==> src/rtl/uart_rx.sv <==
// 8N1 / 8-bit-plus-parity UART receiver with mid-bit sampling and one-cycle valid strobe.
// Outputs hold until the next frame; a held-low line (break) yields a single errored frame.
module uart_rx #(
    parameter int CLK_FREQ = 100000000,
    parameter int BAUD     = 115200,
    parameter int PARITY   = 0
) (
    input  logic       rst,
    input  logic       clk,
    input  logic       rx,
    output logic [7:0] data,
    output logic       valid,
    output logic       frame_err,
    output logic       parity_err,
    output logic       busy
);

    localparam int CPB  = CLK_FREQ / BAUD;
    localparam int HALF = (CPB - 1) / 2;
    localparam int TW   = (CPB > 1) ? $clog2(CPB) : 1;
    localparam logic [TW-1:0] HALF_T = TW'(HALF);
    localparam logic [TW-1:0] LAST_T = TW'(CPB - 1);

    typedef enum logic [2:0] {IDLE, START, DATA, PAR, STOP} state_t;

    state_t        state;
    logic          rx_meta;
    logic          rx_s;
    logic          rx_d;
    logic [TW-1:0] timer;
    logic [2:0]    bitidx;
    logic [7:0]    shreg;
    logic          perr;

    function automatic logic par_mismatch(input logic [7:0] d, input logic p);
        logic x;
        x = ^d ^ p;
        return (PARITY == 2) ? ~x : x;
    endfunction

    // Two-flop synchronizer plus one delayed copy for falling-edge detection.
    always_ff @(posedge clk or posedge rst) begin
        if (rst) begin
            rx_meta <= 1'b1;
            rx_s    <= 1'b1;
            rx_d    <= 1'b1;
        end else begin
            rx_meta <= rx;
            rx_s    <= rx_meta;
            rx_d    <= rx_s;
        end
    end

    always_ff @(posedge clk or posedge rst) begin
        if (rst) begin
            state      <= IDLE;
            timer      <= '0;
            bitidx     <= '0;
            shreg      <= '0;
            perr       <= 1'b0;
            data       <= '0;
            valid      <= 1'b0;
            frame_err  <= 1'b0;
            parity_err <= 1'b0;
            busy       <= 1'b0;
        end else begin
            valid <= 1'b0;
            case (state)
                IDLE: begin
                    // Only a high-to-low transition arms, so a held break cannot retrigger.
                    if (rx_d && !rx_s) begin
                        state <= START;
                        timer <= '0;
                        busy  <= 1'b1;
                    end
                end
                START: begin
                    if (timer == HALF_T) begin
                        timer <= '0;
                        if (rx_s) begin
                            state <= IDLE;
                            busy  <= 1'b0;
                        end else begin
                            state  <= DATA;
                            bitidx <= '0;
                            perr   <= 1'b0;
                        end
                    end else begin
                        timer <= timer + 1'b1;
                    end
                end
                DATA: begin
                    if (timer == LAST_T) begin
                        timer  <= '0;
                        shreg  <= {rx_s, shreg[7:1]};
                        bitidx <= bitidx + 1'b1;
                        if (bitidx == 3'd7) begin
                            state <= (PARITY != 0) ? PAR : STOP;
                        end
                    end else begin
                        timer <= timer + 1'b1;
                    end
                end
                PAR: begin
                    if (timer == LAST_T) begin
                        timer <= '0;
                        perr  <= par_mismatch(shreg, rx_s);
                        state <= STOP;
                    end else begin
                        timer <= timer + 1'b1;
                    end
                end
                STOP: begin
                    // Leaving mid stop bit lets an immediately following start edge be caught.
                    if (timer == LAST_T) begin
                        timer      <= '0;
                        state      <= IDLE;
                        busy       <= 1'b0;
                        valid      <= 1'b1;
                        data       <= shreg;
                        frame_err  <= ~rx_s;
                        parity_err <= (PARITY != 0) && perr;
                    end else begin
                        timer <= timer + 1'b1;
                    end
                end
                default: begin
                    state <= IDLE;
                    busy  <= 1'b0;
                end
            endcase
        end
    end

endmodule
==> config.mk <==
export PLATFORM = sky130hd
export DESIGN_NAME = uart_rx
export DESIGN_NICKNAME = d
export VERILOG_FILES = /design/src/rtl/uart_rx.sv
export SDC_FILE = /design/constraint.sdc
export NUM_CORES = 1
export LEC_CHECK = 0
export ABC_AREA = 1
export CORE_ASPECT_RATIO = 0.75
export CORE_MARGIN = 2
export CORE_UTILIZATION = 40
export CTS_BUF_LIST = sky130_fd_sc_hd__clkbuf_8 sky130_fd_sc_hd__clkbuf_16
export DETAILED_ROUTE_END_ITERATION = 10
export GPL_TIMING_DRIVEN = 1
export PLACE_DENSITY_LB_ADDON = 0.3
export SYNTH_ARGS = -nofsm -noshare
export SYNTH_HDL_FRONTEND = slang
export SYNTH_SLANG_ARGS = --single-unit
==> constraint.sdc <==
create_clock -name clk -period 1.55 [get_ports clk]
set_input_delay 0.31 -clock clk [delete_from_list [all_inputs] [get_ports clk]]
set_output_delay 0.31 -clock clk [all_outputs]
set_load 0.05 [all_outputs]
Yosys cells after proc, flatten, opt, wreduce, memory -nomap -nowiden
Cells that the tools add are included.

storage, ports and cells
  word-level logic and storage cells = 66
  flip-flop bits (word level) = 38
  memory bits (read-only) = 0
  bits in writable memories = 0
  input bits = 3
  bits in latches = 0
  memories = 0

operators by class
  magnitude comparators = 0
  $mul = 0
  equality and inequality tests = 15
  bitwise operators = 2
  shift operators = 0
  add/sub/neg operators = 2
  muxes and demuxes = 23
  divide/modulo/power cells = 0
  reduce and logical (&&, ||, !) cells = 13

operator list
  operator                                               count
  two-way mux 10 bit                                     3
  one-hot mux 10 bit (3 select lines)                    1
  two-way mux 3 bit                                      9
  != test 2 bit (second input constant)                  8
  one-hot mux 3 bit (5 select lines)                     1
  adder 10 x 1 -> 10 bit (second input constant)         1
  equality test 10 bit (second input constant)           1
  equality test 10 x 9 -> 1 bit (second input constant)  1
  equality test 3 x 2 -> 1 bit (second input constant)   2
  equality test 3 bit (second input constant)            2
  two-way mux 1 bit                                      6
  one-hot mux 3 bit (2 select lines)                     1
  AND reduction 2 bit                                    3
  AND reduction 6 bit                                    1
  AND reduction 5 bit                                    1
  one-hot mux 1 bit (4 select lines)                     1
  AND reduction 4 bit                                    1
  adder 3 x 1 -> 3 bit (second input constant)           1
  equality test 3 x 1 -> 1 bit (second input constant)   1
  zero test 3 bit                                        1
  nonzero test 3 bit                                     1
  OR reduction 3 bit                                     1
  two-way mux 2 bit                                      1
  inverter 1 bit                                         2
  other kinds (4)                                        4

Longest topological paths before layout
Gate-level depths: netlist of the first run.

  depth after elaboration = 4
  mapped depth = 10

Worst setup path after synthesis of the first run
Ideal clock, no wire load.

  path type = register -> register
  from = register timer[0]
  to = register bitidx[0]
  data required time = 1.433 ns
  clock period less this slack = 1.386 ns
  arrival = 1.269 ns
  buffers on the path = 0
  path slack = 0.164 ns
  cell stages (with the launch flop) = 9
  path through = dfrtp_1 ha_1 nand3_1 nor2_2 nand3_4 nand2_1 nand2_2 o21ai_1 inv_1

on the way
  longest elaborated chain between the ends = 3
  elaborated cells on any way between the ends = 5
  classes of those cells = eq/ne: 4; reduce/logical: 1

ends and longest elaborated chain
  element                                                                       RTL line  text
  start, declared                                                               30        logic [TW-1:0] timer;
  start signal, assigned                                                        89        timer <= timer + 1'b1;
  start signal, assigned                                                        101       timer <= timer + 1'b1;
  start signal, assigned                                                        110       timer <= timer + 1'b1;
  equality test 10 bit / equality test 10 x 9 -> 1 bit (equally long branches)  93, 78
  != test 2 bit (no line)                                                       --
  AND reduction 4 bit (no line) *                                               --
  end signal, assigned                                                          96        bitidx <= bitidx + 1'b1;
  end, declared                                                                 31        logic [2:0] bitidx;

Mark *: on every way between the ends. The rest lies on a longest branch, timed or not.
A chain may end at the register's enable or synchronous reset.

Final worst setup path of the first run
  from = register timer[1]
  to = register state[1]

on the way
  longest elaborated chain between the ends = 3
  elaborated cells on any way between the ends = 7
  classes of those cells = eq/ne: 6; reduce/logical: 1

ends and longest elaborated chain
  element                                                                       RTL line  text
  equality test 10 bit / equality test 10 x 9 -> 1 bit (equally long branches)  --
  != test 2 bit (no line)                                                       --
  AND reduction 6 bit (no line) *                                               --
  end signal, assigned                                                          98        state <= (PARITY != 0) ? PAR : STOP;
  end, declared                                                                 26        state_t state;

Marks and branches as above.

==> run metrics, run 1 <==
CTS buffer count 5; largest family of logic cells by synthesized area simple AND/OR/NAND/NOR gates; xor/xnor share of the synthesized area 2.76%; compound-cell area share of the yosys netlist 9.19%; yosys synthesis warning count 0; die footprint 5340 um2; number of nets at the end of the flow 258; Die X 83.7 um; number of max-cap violations 0; number of enable flip-flop cells after synthesis 0; initial core utilization 42.2%; type of origin of the critical path register; number of cell rows 21; area share of the largest cell type after synthesis 46.0%; clock root buffer clkbuf_8; worst setup path category reg2reg; simple-gate share of the synthesized area 26.9%; I/O pin total 15; count leader, synth nand2_1; number of hold violations in the final report 0; placer congestion estimate 0.909; largest net degree at the start of global routing 39; number of cells traversed by the worst register-to-register path 9; mux share of post-synthesis cell area 0%; stage delay of the slowest cell on the critical path 0.43 ns; # fillers 425; all-layer global routing usage 15.1%; number of global-route vias before repair 1,311; Syn Std Cell Area 1910 um2; number of instances on the worst hold path 0; top cell type by total area after synthesis dfrtp_1; R2R Setup Slk 0.10 ns; post-DR wirelength/cell 12.2 um; DRC violation total after the first TritonRoute iteration 56; final slew viol count 0; H-tree depth 2; core region area 4520 um2; launch point of the worst hold path rx_meta; static leakage 0.00116 uW; capture point of the worst reg-to-reg path state[1]; worst setup timing slack at the placement stage -0.0124 ns; register area share after synthesis 50.1%; instance count of the mapped netlist 223; number of buffer and inverter instances along the worst setup path 1; worst-case hold slack 0.359 ns; required time of the critical path 1.73 ns; remaining antenna violation count after routing 0; upper clock frequency limit 690 MHz; PortBufs 13; cell at the slowest stage of the critical path dfrtp_1; Pre-antenna DRT Iters 4; global route overflow 0; cell family with the largest share of critical-path delay simple AND/OR/NAND/NOR gates; Max IR drop VDD 1.02 mV; clock latency at the later pin of the worst-skew pair 0.28 ns; final number of setup-violating endpoints 0; Yosys reg bits 38; critical path, cell by cell inv_2, ha_4, nand3_1, nor2_1, nand2_1, nand2_2, nand4_1, nand2_1, nand2_1; top post-synthesis cells by area dfrtp_1 46%, nand2_1 10%, inv_1 6.3%; via count 1,455; final worst setup slack 0.100 ns; global-route wire length before repair 6380 um; clock tree from TritonCTS built; power density over the cells 1390 nW/um2; post-detailed-routing wire length 3760 um; CP endpoint kind register; Post-synth top flop dfrtp_1; number of sinks handled by clock tree synthesis 38; Bufs on Longest Clock Path 2; Avg Vias per Cell 4.71; syn_area_per_cell 8.55 um2; synthesized-area fraction occupied by adder cells 2.63%; run status finished, final reports clean; synthesized net count 230; worst path arrival time 1.63 ns; synth-to-layout area growth 29.4%; diode insertion count for antenna repair 0; clock edge transition at the registers on the reported setup and hold paths 0.08 ns; fraction of final layout cells sized beyond drive strength 1 23.8%; endpoint with the worst hold slack rx_s; Multi-input gate area 846 um2; final HPWL from detailed placement 2670 um; register area 956 um2; synth unique cells 26; Post-synth top cells 51 x nand2_1, 35 x dfrtp_1, 32 x inv_1; Chip Height 63.8 um; Reg2Reg Launch Point timer[1]; Async S/R FF share, synth 100%; class of the most critical hold timing path reg2reg; cell occurring most often along the worst timing path nand2_1; antenna violations before repair 0; Setup Skew 0.00624 ns; number of cells on the critical path 9; final clock period utilization by the worst path 93.5%; final critical-path required period 1.45 ns; DR DRC count 0; critical path fanouts, max 4
[worst reg2reg max path: cells and delay by family, from the launching register on]
family / cells / cell delay [ns]
buffers and inverters: 1 / 0.09
adder cells (fa/ha/maj): 1 / 0.12
AND/OR/NAND/NOR: 7 / 0.69
flip-flops: 1 / 0.43
[area by class of cell]
| class | instances | share of cell area (%) |
|---|---|---|
| Clock buffer | 6 | 3.35 |
| Clock inverter | 2 | 2.44 |
| Timing Repair Buffer | 24 | 13.1 |
| Sequential cell | 38 | 38.8 |
| Inverter | 34 | 5.18 |
| Multi-Input combinational cell | 148 | 34.3 |
| Tap cell | 57 | 2.89 |
[how the worst max path moves through the flow]
| stage | startpoint | endpoint |
|---|---|---|
| floorplan | timer[0] | bitidx[0] |
| global placement | timer[0] | busy |
| detailed placement | timer[0] | timer[2] |
| CTS | timer[1] | timer[7] |
| global route | timer[0] | timer[6] |
| finish | timer[1] | state[1] |
[cells in the final DEF, fill, tap and decap left out]
master	count
buf_4	11
nand3_4	3
nand2_2	7
xor2_1	6
o21ai_2	4
clkbuf_8	6
nor3_1	4
nor2_2	1
nor3_2	1
nand4_1	5
nor2_4	3
dfrtp_1	34
o211ai_1	1
o21ai_1	11
bufinv_16	2
nand2_1	49
inv_2	3
conb_1	1
inv_1	31
nand3_1	11
ha_1	2
a21oi_1	9
o21ai_0	4
dfstp_2	3
o22ai_1	2
dfrtp_2	1
nor3_4	1
nor2_1	20
ha_4	2
nand2_4	1
buf_12	11
clkdlybuf4s50_1	2
[flip-flops by register name, indices dropped and copies added, names as in the netlist]
name       flops
frame_err      1
rx_d           1
rx_meta        1
valid          1
busy           1
shreg          8
timer         10
state          3
data           8
rx_s           1
bitidx         3
[kinds of logic after synthesis]
kind of cell             Yosys count
AND/OR/NAND/NOR                  106
flip-flops                        38
buffers and inverters             37
AO/OA/AOI/OAI                     31
XOR/XNOR                           6
adder cells (fa/ha/maj)            4
other                              1
[metrics by stage]
step / utilization, % / std cells / total power, uW / setup TNS (ns) / instance area (um2)
2_1_floorplan: - / 223 / 1920 / 0 / 1910
3_3_place_gp: 49.7 / 298 / 2280 / 0 / 2250
3_5_place_dp: 49.7 / 298 / 2270 / -0.0381 / 2250
4_1_cts: 53.0 / 307 / 3330 / 0 / 2400
5_1_grt: 54.6 / 309 / 3650 / -0.0152 / 2470
6_report: 54.6 / 309 / 3430 / 0 / 2470
[report_power, final]
part / switching (uW) / internal, uW
sequential: 119 / 1110
clock: 345 / 686
combinational: 733 / 439
total: 1200 / 2230
[layer usage]
metal | wire [um] | vias to the layer above | GRT usage [%]
met3 | 202 | 2 | 4.26
met4 | 14 | 0 | 3.02
met2 | 1490 | 37 | 19.3
met1 | 2050 | 657 | 24.7
li1 | - | 759 | -
met5 | 0 | - | 0
[timing repair]
| action | in CTS | in global routing |
|---|---|---|
| setup endpoints to repair | 10 | 18 |
| gates resized for setup | 0 | 13 |
| endpoints found under the hold margin | 0 | 0 |
| hold buffers | 0 | 0 |
| setup buffers | 1 | 2 |
| pin swaps | 0 | 6 |
Power figures use the tool's default switching activity.
==> inputs of run 2 (changes only) <==
--- a/config.mk
+++ b/config.mk
@@ -12,6 +12,7 @@
 export CTS_BUF_LIST = sky130_fd_sc_hd__clkbuf_8 sky130_fd_sc_hd__clkbuf_16
 export DETAILED_ROUTE_END_ITERATION = 10
 export GPL_TIMING_DRIVEN = 1
+export MAX_ROUTING_LAYER = met4
 export PLACE_DENSITY_LB_ADDON = 0.3
 export SYNTH_ARGS = -nofsm -noshare
 export SYNTH_HDL_FRONTEND = slang
==> run 2 against run 1 <==
  * Setup slack is essentially flat
  * Cell area unchanged
  * Global-route usage up 0.43 points
  * Die area unchanged
  * Clock-buffer cell count unchanged
  * Via count up 0.55%
  * Non-clock buffer count did not move
  * Routed wire length increased by 0.45%
  * Critical path type unchanged
==> run metrics, run 2 (synthesized netlist as in run 1, its figures left out) <==
number of hold violations in the final report 0; number of sinks handled by clock tree synthesis 38; number of instances on the worst hold path 0; cell at the slowest stage of the critical path dfrtp_1; I/O pin total 15; cts hold-fix bufs 0; Chip Height 63.8 um; worst path arrival time 1.63 ns; Die X 83.7 um; CTS buffer count 5; CP endpoint kind register; Setup Skew 0.00669 ns; synth-to-layout area growth 29.4%; power density over the cells 1390 nW/um2; Avg Vias per Cell 4.73; final slew viol count 0; required time of the critical path 1.73 ns; clock tree from TritonCTS built; H-tree depth 2; PortBufs 13; Max IR drop VDD 1.02 mV; global-route wire length before repair 6380 um; DR DRC count 0; clock edge transition at the registers on the reported setup and hold paths 0.07 ns; antenna violations before repair 0; critical path fanouts, max 4; Reg2Reg Launch Point timer[1]; number of nets at the end of the flow 258; DRC violation total after the first TritonRoute iteration 87; class of the most critical hold timing path reg2reg; number of max-cap violations 0; commonest cells after routing, fill and taps aside 49 x nand2_1, 34 x dfrtp_1, 31 x inv_1; placer congestion estimate 0.925; post-layout util 54.6%; top flop regs timer (10), data (8), shreg (8); clock latency at the later pin of the worst-skew pair 0.28 ns; number of cells traversed by the worst register-to-register path 9; worst setup path category reg2reg; upper clock frequency limit 690 MHz; core region area 4520 um2; initial core utilization 42.2%; number of global-route vias before repair 1,311; final number of setup-violating endpoints 0; final clock period utilization by the worst path 93.5%; diode insertion count for antenna repair 0; worst-case hold slack 0.359 ns; die footprint 5340 um2; cell occurring most often along the worst timing path nand2_1; launching instance or port of the critical path timer[1]; Largest Register timer; global route overflow 0; max FFs per register 10; most common cell after layout, fill and taps aside nand2_1; final HPWL from detailed placement 2670 um; remaining antenna violation count after routing 0; launch point of the worst hold path rx_meta; Bufs on Longest Clock Path 2; final critical-path required period 1.45 ns; stage delay of the slowest cell on the critical path 0.43 ns; Pre-antenna DRT Iters 4; type of origin of the critical path register; static leakage 0.00116 uW; post-DR wirelength/cell 12.2 um; all-layer global routing usage 15.5%; run status finished, final reports clean; critical path, cell by cell inv_2, ha_4, nand3_1, nor2_1, nand2_1, nand2_2, nand4_1, nand2_1, nand2_1; post-detailed-routing wire length 3770 um; TNS Setup 0 ns; clock root buffer clkbuf_8; largest net degree at the start of global routing 39; number of cell rows 21; fraction of final layout cells sized beyond drive strength 1 23.8%; via count 1,463
-- run 2: cell counts in the layout (fill, tap and decap cells not counted) --
Identical to the previous run, type by type.
-- run 2: critical path: cells and delay by family (launching register included) --
| kind | cells | cell delay, ns |
|---|---|---|
| AND/OR/NAND/NOR | 7 | 0.69 |
| flip-flops | 1 | 0.43 |
| adder cells (fa/ha/maj) | 1 | 0.12 |
| buffers and inverters | 1 | 0.09 |
-- run 2: worst paths after layout --
check	endpoint	slack, ns
min in group asynchronous	data[1]	0.38
worst min register to register	rx_s	0.36
worst min-delay path	rx_s	0.36
worst max-delay path	state[1]	0.10
max in group asynchronous	rx_meta	0.92
worst max register to register	state[1]	0.10
-- run 2: final cells by class --
class	count	area, um2
fillers	425	2050
multi-input cells	148	846
inverters	34	128
clock buffers	6	82.6
well taps	57	71.3
clock inverters	2	60.1
repair buffers	24	323
flip-flops and latches	38	956
-- run 2: per-layer routing --
layer  up-vias  global-route usage [%]  routed length [um]  part of all wire (%)
li1        763                       -                   -                     -
met1       664                    24.7                2070                    55
met2        34                    19.3                1510                    40
met3         2                    4.26                 184                   4.9
met4         0                    3.02                  11                  0.29
met5         -                       -                   0                     0
-- run 2: report_power, final --
part / internal, uW / switching, uW
combinational: 439 / 739
sequential: 1110 / 118
clock: 686 / 340
-- run 2: metrics by stage --
stage / instances / power [uW] / setup WS (ns) / instance area [um2]
6_report: 309 / 3430 / 0.101 / 2470
5_1_grt: 309 / 3650 / -0.00544 / 2470
4_1_cts: 307 / 3330 / 0.0373 / 2400
3_5_place_dp: 298 / 2270 / -0.0124 / 2250
3_3_place_gp: 298 / 2280 / 0.0432 / 2250
2_1_floorplan: 223 / 1920 / 0.164 / 1910
-- run 2: repair_timing --
item                       4_1_cts  5_1_grt
resized for setup                0       13
setup endpoints to repair       10       18
pin swaps                        0        6
buffers inserted                 1        2
==> inputs of run 3 (changes only) <==
--- a/config.mk
+++ b/config.mk
@@ -10,10 +10,10 @@
 export CORE_MARGIN = 2
 export CORE_UTILIZATION = 40
 export CTS_BUF_LIST = sky130_fd_sc_hd__clkbuf_8 sky130_fd_sc_hd__clkbuf_16
+export CTS_CLUSTER_SIZE = 30
 export DETAILED_ROUTE_END_ITERATION = 10
 export GPL_TIMING_DRIVEN = 1
 export MAX_ROUTING_LAYER = met4
-export PLACE_DENSITY_LB_ADDON = 0.3
 export SYNTH_ARGS = -nofsm -noshare
 export SYNTH_HDL_FRONTEND = slang
 export SYNTH_SLANG_ARGS = --single-unit
==> run 3 against run 2 <==
  * Global-route usage down 0.21 points
  * Via count up 0.96%
  * Clock power about the same
  * Critical path depth unchanged
  * Utilization down 0.25 points
  * Critical endpoint is now state[0]
  * Largest cell class unchanged
  * Critical path type unchanged
  * Sequential power about the same
==> run metrics, run 3 (synthesized netlist as in run 1, its figures left out) <==
Setup Skew 0.00659 ns; global route overflow 0; register area 955 um2; max FFs per register 10; setup repair after global routing missed its margin yes; core region area 4520 um2; class of the most critical hold timing path reg2reg; CTS buffer count 5; initial core utilization 42.2%; number of nets at the end of the flow 256; number of max-cap violations 0; clock edge transition at the registers on the reported setup and hold paths 0.08 ns; H-tree depth 2; final slew viol count 0; # fillers 413; post-detailed-routing wire length 3660 um; PortBufs 13; combinational group share of total power 34.2%; TNS Setup 0 ns; DR DRC count 0; final HPWL from detailed placement 2680 um; final critical-path required period 1.48 ns; die footprint 5340 um2; Bufs on Longest Clock Path 2; largest net degree at the start of global routing 39; commonest cells after routing, fill and taps aside 49 x nand2_1, 35 x dfrtp_1, 31 x inv_1; critical path fanouts, max 4; remaining antenna violation count after routing 0; via count 1,477; clock network fraction of design power 30.1%; most common cell after layout, fill and taps aside nand2_1; fraction of final layout cells sized beyond drive strength 1 23.6%; static leakage 0.00116 uW; antenna violations before repair 0; cell occurring most often along the worst timing path nand2_1; worst path arrival time 1.66 ns; Largest Register timer; Avg Vias per Cell 4.81; net switching fraction of the power 35.2%; Multi-input gate area 845 um2; all-layer global routing usage 15.3%; upper clock frequency limit 674 MHz; number of global-route vias before repair 1,298; critical path, cell by cell buf_6, ha_4, nand3_2, nor2_1, nand2_1, nand2_2, nand4_1, nand2_1, nand2_1; I/O pin total 15; final number of setup-violating endpoints 0; placer congestion estimate 0.862; post-DR wirelength/cell 11.9 um; number of sinks handled by clock tree synthesis 38; sequential cell fraction of total power 35.7%; Max IR drop VDD 0.879 mV; cts hold-fix bufs 0; global-route wire length before repair 6240 um; DRC violation total after the first TritonRoute iteration 101; switching component of the power 1220 uW; clock root buffer clkbuf_8; synth-to-layout area growth 28.8%; power density over the cells 1410 nW/um2; Pre-antenna DRT Iters 5; internal portion of total power 2240 uW; Chip Height 63.8 um; worst setup path category reg2reg; final clock period utilization by the worst path 95.8%; diode insertion count for antenna repair 0; cell at the slowest stage of the critical path dfrtp_1; clock latency at the later pin of the worst-skew pair 0.29 ns; stage delay of the slowest cell on the critical path 0.41 ns; post-layout util 54.3%; number of hold violations in the final report 0; top flop regs timer (10), data (8), shreg (8); Die X 83.7 um; run status finished, final reports clean; clock tree from TritonCTS built; number of cell rows 21; required time of the critical path 1.73 ns; CP endpoint kind register; type of origin of the critical path register
==> run 3: final cells by class <==
cell class                 instances  area share (%)
sequential                        38            38.9
multi-input combinational        148            34.4
timing repair buffer              22            12.7
inverter                          34            5.30
clock buffer                       6            3.36
tap                               57            2.91
clock inverter                     2            2.45
==> run 3: repair_timing <==
item,4_1_cts,5_1_grt
pin swaps,0,5
gates resized for setup,0,15
buffers inserted,1,2
setup endpoints to repair,4,20
gates cloned,0,0
==> run 3: layer usage <==
metal / global-route usage (%) / up-vias / wire (um)
li1: - / 758 / -
met1: 22.3 / 691 / 1940
met2: 20.9 / 25 / 1560
met3: 3.88 / 3 / 140
met4: 4.84 / 0 / 16
met5: - / - / 0
==> run 3: power by group through the flow <==
stage	Sequential, uW	Combinational (uW)	Clock, uW
after floorplan	1260	655	0
after global placement	1240	1000	0
after detailed placement	1240	1010	0
after CTS	1220	1030	1070
after global routing	1250	1330	1110
final	1230	1180	1040
==> run 3: path summary, 6_finish.rpt <==
check	endpoint	slack, ns	start	cells past startpoint
max in group asynchronous	rx_s	0.92	rst	3
setup reg to reg	state[0]	0.07	timer[0]	9
setup / recovery	state[0]	0.07	timer[0]	9
hold reg to reg	rx_s	0.36	rx_meta	0
hold / removal	rx_s	0.36	rx_meta	0
min in group asynchronous	data[0]	0.37	rst	3
==> run 3: per-stage QoR <==
| stage | cell area, um2 | hold WS (ns) | power, uW | std cells | worst slack (ns) |
|---|---|---|---|---|---|
| 2_1_floorplan | 1910 | 0.314 | 1920 | 223 | 0.164 |
| 3_3_place_gp | 2230 | 0.352 | 2240 | 296 | 0.0594 |
| 3_5_place_dp | 2230 | 0.350 | 2250 | 296 | 0.00922 |
| 4_1_cts | 2380 | 0.365 | 3320 | 305 | 0.0419 |
| 5_1_grt | 2450 | 0.367 | 3690 | 307 | -0.0960 |
| 6_report | 2450 | 0.362 | 3460 | 307 | 0.0655 |
==> run 3: worst max-delay path, delay by kind of cell (launching register included) <==
family	cells	cell delay [ns]
and+or+nand+nor	7	0.70
DFF	1	0.41
adders and majority gates	1	0.14
buffers and inverters	1	0.13
